--- src/rtl/alu_cmd_issue.sv ---
// ---------------------------------------------------------------------------
// alu_cmd_issue : command FIFO + issue/capture flow control for a 1-cycle ALU
// Revision: 1.0
// ---------------------------------------------------------------------------
`default_nettype none

module alu_cmd_issue #(
   parameter int N     = 1,
   parameter int DEPTH = 4
) (
   input  logic                   clk,
   input  logic                   reset,
   input  logic                   cmd_valid,
   output logic                   cmd_ready,
   input  logic [N-1:0]           cmd_opnd1,
   input  logic [N-1:0]           cmd_opnd2,
   input  logic [1:0]             cmd_op,
   output logic [N-1:0]           alu_operand1,
   output logic [N-1:0]           alu_operand2,
   output logic [1:0]             alu_operation,
   input  logic [N-1:0]           alu_result,
   output logic                   rsp_valid,
   input  logic                   rsp_ready,
   output logic [N-1:0]           rsp_data,
   output logic [$clog2(DEPTH):0] count
);

   localparam int AW = $clog2(DEPTH);
   localparam int CW = AW + 1;
   localparam int EW = 2 * N + 2;
   localparam logic [CW-1:0] FULL_COUNT = CW'(DEPTH);

   logic [EW-1:0] mem [DEPTH];
   logic [AW-1:0] wr_ptr;
   logic [AW-1:0] rd_ptr;
   logic [EW-1:0] last_entry;
   logic [EW-1:0] head;
   logic          busy;
   logic          push;
   logic          issue;
   logic          empty;

   assign empty     = (count == '0);
   assign cmd_ready = (count != FULL_COUNT);
   assign push      = cmd_valid && cmd_ready;
   assign issue     = !empty && !busy && (!rsp_valid || rsp_ready);

   // An empty FIFO keeps presenting the entry most recently issued.
   assign head = empty ? last_entry : mem[rd_ptr];
   assign {alu_operand1, alu_operand2, alu_operation} = head;

   always_ff @(posedge clk) begin
      if (push) begin
         mem[wr_ptr] <= {cmd_opnd1, cmd_opnd2, cmd_op};
      end
   end

   always_ff @(posedge clk) begin
      if (reset) begin
         wr_ptr     <= '0;
         rd_ptr     <= '0;
         count      <= '0;
         last_entry <= '0;
      end else begin
         if (push) begin
            wr_ptr <= wr_ptr + AW'(1);
         end
         if (issue) begin
            rd_ptr     <= rd_ptr + AW'(1);
            last_entry <= head;
         end
         case ({push, issue})
            2'b10:   count <= count + CW'(1);
            2'b01:   count <= count - CW'(1);
            default: count <= count;
         endcase
      end
   end

   // The ALU result is valid exactly one cycle after issue; capture wins over
   // a same-cycle response drain, so the slot refills without a bubble.
   always_ff @(posedge clk) begin
      if (reset) begin
         busy      <= 1'b0;
         rsp_valid <= 1'b0;
         rsp_data  <= '0;
      end else begin
         if (busy) begin
            rsp_data  <= alu_result;
            rsp_valid <= 1'b1;
         end else if (rsp_valid && rsp_ready) begin
            rsp_valid <= 1'b0;
         end
         busy <= issue;
      end
   end

endmodule

`default_nettype wire
--- config.mk ---
export PLATFORM = sky130hd
export DESIGN_NAME = alu_cmd_issue
export DESIGN_NICKNAME = d
export VERILOG_FILES = /design/src/rtl/alu_cmd_issue.sv
export SDC_FILE = /design/constraint.sdc
export NUM_CORES = 1
export LEC_CHECK = 0
export ABC_AREA = 1
export CORE_MARGIN = 2
export CORE_UTILIZATION = 25
export CTS_BUF_LIST = sky130_fd_sc_hd__clkbuf_8
export CTS_CLUSTER_SIZE = 24
export DETAILED_ROUTE_END_ITERATION = 8
export HOLD_SLACK_MARGIN = 0.15
export PLACE_DENSITY = 0.4
export SLEW_MARGIN = 0
export SYNTH_ARGS = -nofsm -noshare
export SYNTH_HDL_FRONTEND = slang
export SYNTH_SLANG_ARGS = --single-unit
--- constraint.sdc ---
create_clock -name clk -period 2.4 [get_ports clk]
set_input_delay 0.36 -clock clk [delete_from_list [all_inputs] [get_ports clk]]
set_output_delay 0.36 -clock clk [all_outputs]
set_load 0.02 [all_outputs]
Yosys cells after proc, flatten, opt, wreduce, memory -nomap -nowiden

Memories as Yosys holds them, arrays and structs flattened. A register that Yosys moved wholly into a read port is not among the register bits.
Index checks and enable logic that the tools add are counted.

Word-level logic and storage cells: 34
Memory bits (read-only): 0
Output and inout port bits: 10
Bits in latches: 0
Input bits: 9
Bits in writable memories: 16
Memories kept: 1
Register bits: 14

Memory list:

| memory | depth | width | rd ports | clocked after Yosys merged registers in | wr ports | line | RTL |
|---|---|---|---|---|---|---|---|
| mem    | 4     | 4     | 1        | 1                                       | 1        | 33   | `logic [EW-1:0] mem [DEPTH];` |

Bitwise logic cells: 0
Multipliers: 0
Mux-type cells: 8
Add/subtract/negate cells: 4
Reduce and logical (&&, ||, !) cells: 11
Order comparisons: 0
Div/mod/pow operators: 0
Equal/unequal tests: 3
Shifts and indexed selects: 0

Operator list:

| kind                                              | count |
|---|---|
| case mux 3 bit (2 select lines)                   | 1 |
| adder 2 x 1 -> 2 bit (second input constant)      | 2 |
| logical AND 1 bit                                 | 4 |
| two-way mux 1 bit                                 | 4 |
| two-way mux 2 bit                                 | 2 |
| two-way mux 4 bit                                 | 1 |
| nonzero test 2 bit                                | 2 |
| adder 3 x 1 -> 3 bit (second input constant)      | 1 |
| zero test 1 bit                                   | 3 |
| zero test 3 bit                                   | 1 |
| inequality test 3 bit (second input constant)     | 1 |
| subtractor 3 x 1 -> 3 bit (second input constant) | 1 |
| == test 2 x 1 -> 1 bit (second input constant)    | 1 |
| == test 2 bit (second input constant)             | 1 |
| logical OR 1 bit                                  | 1 |

Depth between registers and ports, before layout

Depth in word-level cells: 6
Mapped depth: 12
Mapped depth without buffers: 12

Worst setup path after synthesis

No wires, ideal clock.

Path type: reg2reg
Start: register count[0]
End: register count[2]
Period minus slack after synthesis: 1871 ps
Data required time: 2330 ps
Library setup time: 70 ps
Arrival time: 1801 ps
Path slack: 529 ps
Path buffers: 0
Stages on the path, launching flop included: 13
Path through: dfxtp_1 -> nor2_4 -> nand2_4 -> nand2_8 -> inv_8 -> ha_1 -> inv_1 -> fa_1 -> nor2_1 -> nor2_1 -> nand2_1 -> o21ai_0 -> a21oi_1

Cells in the longest elaborated chain, start to end: 6
Elaborated cells between the ends (all ways): 12
Those cells by class: 2 x add/sub; 3 x eq/ne; 1 x mux; 6 x reduce/logical

Ends and longest elaborated chain:

| what                                                                         | line | RTL |
|---|---|---|
| start, declared                                                              | 25   | `output logic [$clog2(DEPTH):0] count` |
| start signal, assigned                                                       | 73   | `2'b10: count <= count + CW'(1);` |
| start signal, assigned                                                       | 74   | `2'b01: count <= count - CW'(1);` |
| start signal, assigned                                                       | 75   | `default: count <= count;` |
| zero test 3 bit (*)                                                          | 43   | `assign empty = (count == '0);` |
| zero test 1 bit (*)                                                          | 46   | `assign issue = !empty && !busy && (!rsp_valid \|\| rsp_ready);` |
| logical AND 1 bit (*) (2 in a row)                                           | 46   |  |
| net issue                                                                    | 40   | `logic issue;` |
| == test 2 x 1 -> 1 bit / == test 2 bit (equally long branches)               | 72   | `case ({push, issue})` |
| case mux 3 bit (2 select lines) / nonzero test 2 bit (equally long branches) | -    |  |

The timed path passes the listed nets; every way through them passes the cells marked *.
A chain may end at the register's enable or synchronous reset.

Worst setup path in the final report

Start: register count[0]
End: output port alu_operation[0]

Cells in the longest elaborated chain, start to end: 2

Ends and longest elaborated chain:

| what              | line | RTL |
|---|---|---|
| zero test 3 bit   | 43   |  |
| two-way mux 4 bit | 49   | `assign head = empty ? last_entry : mem[rd_ptr];` |
| end, declared     | 20   | `output logic [1:0] alu_operation,` |

No other way between the ends.

==> metrics.txt <==
via count 1061; status complete, no violations; Max VDD drop 691 uV; clk slew on worst S/H paths ~70 ps; Required @ worst endpoint approximately 2000 ps; Leakage between 0.0008 and 0.0009 uW; Seq/Total Area, Yosys between 50% and 60%; critical-path cell list nor2_4 > nand2_4 > nand3_1 > nand2_1 > inv_1 > clkdlybuf4s50_1; critical path startpoint count[0]; fin crit period 2160 ps; P_int between 1000 and 1500 uW; CTS root buf clkbuf_8; cell family with most CP delay buffers and inverters; share of cells above drive strength 1 between 10 and 15%; DR vias/cell around 4.0; CP arrival 1800 ps; cts hold-fix bufs 0; Post-CTS Setup Bufs 0; IO Count 19; CP max FO 6; Area Overhead vs Synth 24.3%; gate count after technology mapping 161; GRT Residual Overflow 0; Avg WL per Cell ~11 um; Remaining DRCs 0; Peak Freq 0.463 GHz; Nets 201; Buffers & Inverters on Critical Path 2; largest net degree at the start of global routing 12; global-route wire length before repair around 4800 um; Placeable Area between 5000 and 6000 um2; cts repair resizes 0; Antenna Nets Post-Route 0; final core occ between 30% and 40%; Final Max Tran Viols 0; Worst setup SP type register; endpoint class of the critical path primary output; switching pwr 946 uW; Sw Ratio approximately two fifths; number of buffers added on ports 18; hold_sp rd_ptr[1]; H-tree level count 2; Crit Path Class reg2out; RD Place Congestion ~0.74; clock latency at the later pin of the worst-skew pair 280 ps; final setup fails 0; ant diodes 0; CP peak stage delay 590 ps; post-DP HPWL approximately 2200 um; Hold Crit Class reg2reg; commonest non-fill, non-tap cell in the layout inv_1; worst hold slack 521 ps; Comb power frac 47.3%; syn avg cell area about 9.3 um2; count of cell types in the netlist 24; height of the chip between 80 and 90 um; Horiz. Die Dim between 80 and 90 um; TritonCTS clock tree yes; setup tns final 0 ps; RR Startpoint count[0]; Final Instance Count excl. Fillers ~260; Final Hold Viols 0; most frequent cells in the layout 35 x inv_1, 34 x nand2_1, 18 x clkdlybuf4s50_1; Yosys Warn Count 0; Seq cells post-synth 32; vias in the first global route between 900 and 1000; Max-Cap Viols 0; Placed Instances approximately 250; pwr dens around 1200 nW/um2; Initial Util 25.5%; Post-Syn Nets roughly 180; Num CTS Buffers 5; DRT Pass-1 Iters 4; total global-route track usage between 9 and 10%; starting DRC count in detailed routing 15; antenna violations before repair 0; max_slew headroom a little over two thirds; synthesized area around 1500 um2; sequential power share between 30% and 40%; share of total power in the clock network between 10% and 20%; # rows 28; worst clock skew 8.01 ps; clk sinks 32; slew at the pin with the worst max-slew slack 452 ps; die area roughly 6600 um2; DRT Wirelength ~2800 um; deepest clock path buffer count 2; slowest CP cell clkdlybuf4s50_1; RSZ-0062 raised after global routing no; fin crit share approximately nine tenths
cells by family (layout without fill, tap and decap cells):
kind of cell	Yosys count	in the layout	synth area share, %
xor+xnor	1	1	0.588
flops	32	32	53.7
simple gates	61	61	20.1
compound gates	21	21	9.07
buf+inv	40	66	11.0
fa+ha+maj	6	6	5.54
layer usage:
layer | vias up | wire, um | track usage, %
met2 | 16 | 1360 | 16.0
met1 | 492 | 1290 | 12.2
met5 | - | 0 | 0
li1 | 548 | - | -
met3 | 5 | 120 | 3.33
met4 | 0 | 53 | 4.58
metrics by stage:
step	setup WS, ps	power [uW]	cell area (um2)
2_1_floorplan	529	1550	1490
3_3_place_gp	134	1880	1760
3_5_place_dp	103	1900	1760
4_1_cts	98.2	2320	1850
5_1_grt	97.2	2480	1850
6_report	240	2280	1850
sequential cells by signal (all words and copies together), names as in the netlist, named ones only:
signal / count
last_entry: 4
rsp_valid: 1
count: 3
busy: 1
wr_ptr: 2
rsp_data: 1
mem: 16
rd_ptr: 2
Yosys cell counts:
cell      count  area, um2
nand2_4       3       33.8
nand3_2       1       10.0
edfxtp_1     16        480
dfxtp_1      16        320
a21oi_1       9       45.0
xor2_1        1       8.76
nor2_1        8       30.0
nand3_1      12       60.1
inv_4         1       6.26
a21oi_4       1       16.3
nor2_4        1       11.3
nand2_2       1       6.26
o21ai_2       1       8.76
inv_8         1       11.3
a21oi_2       4       35.0
nand2_8       1       20.0
inv_2         2       7.51
ha_1          5       62.6
buf_4         1       7.51
o21ai_0       4       20.0
fa_1          1       20.0
nand2_1      34        128
inv_1        35        131
o21ai_1       2       10.0
power by group through the flow:
stage                     registers (uW)  logic (uW)  clock network, uW
after floorplan                      809         737                  0
after global placement               807        1070                  0
after detailed placement             811        1090                  0
after CTS                            800        1090                422
after global routing                 818        1220                442
final                                798        1080                401
final cells by class:
cell class / count / area (um2)
clock buffers: 5 / 68.8
clock inverters: 3 / 18.8
fillers: 609 / 4000
inverters: 39 / 156
multi-input cells: 89 / 526
flip-flops and latches: 32 / 802
well taps: 75 / 93.8
repair buffers: 19 / 188
worst register-to-register path, delay by kind of cell (launching register included):
| kind | cells | cell delay, ps |
|---|---|---|
| buffers and inverters | 2 | 120 |
| and+or+nand+nor | 6 | 530 |
| adders and majority gates | 2 | 500 |
| DFF | 1 | 440 |
| AOI/OAI and AO/OA | 2 | 200 |
path summary, 6_finish.rpt:
path | cells after the start | end | slack [ps]
max | 6 | alu_operation[0] | 240
min | 2 | rd_ptr[1] | 520
max reg2reg | 12 | count[2] | 530
min reg2reg | 2 | rd_ptr[1] | 520
Note: power is estimated with default switching activity, not from simulation.
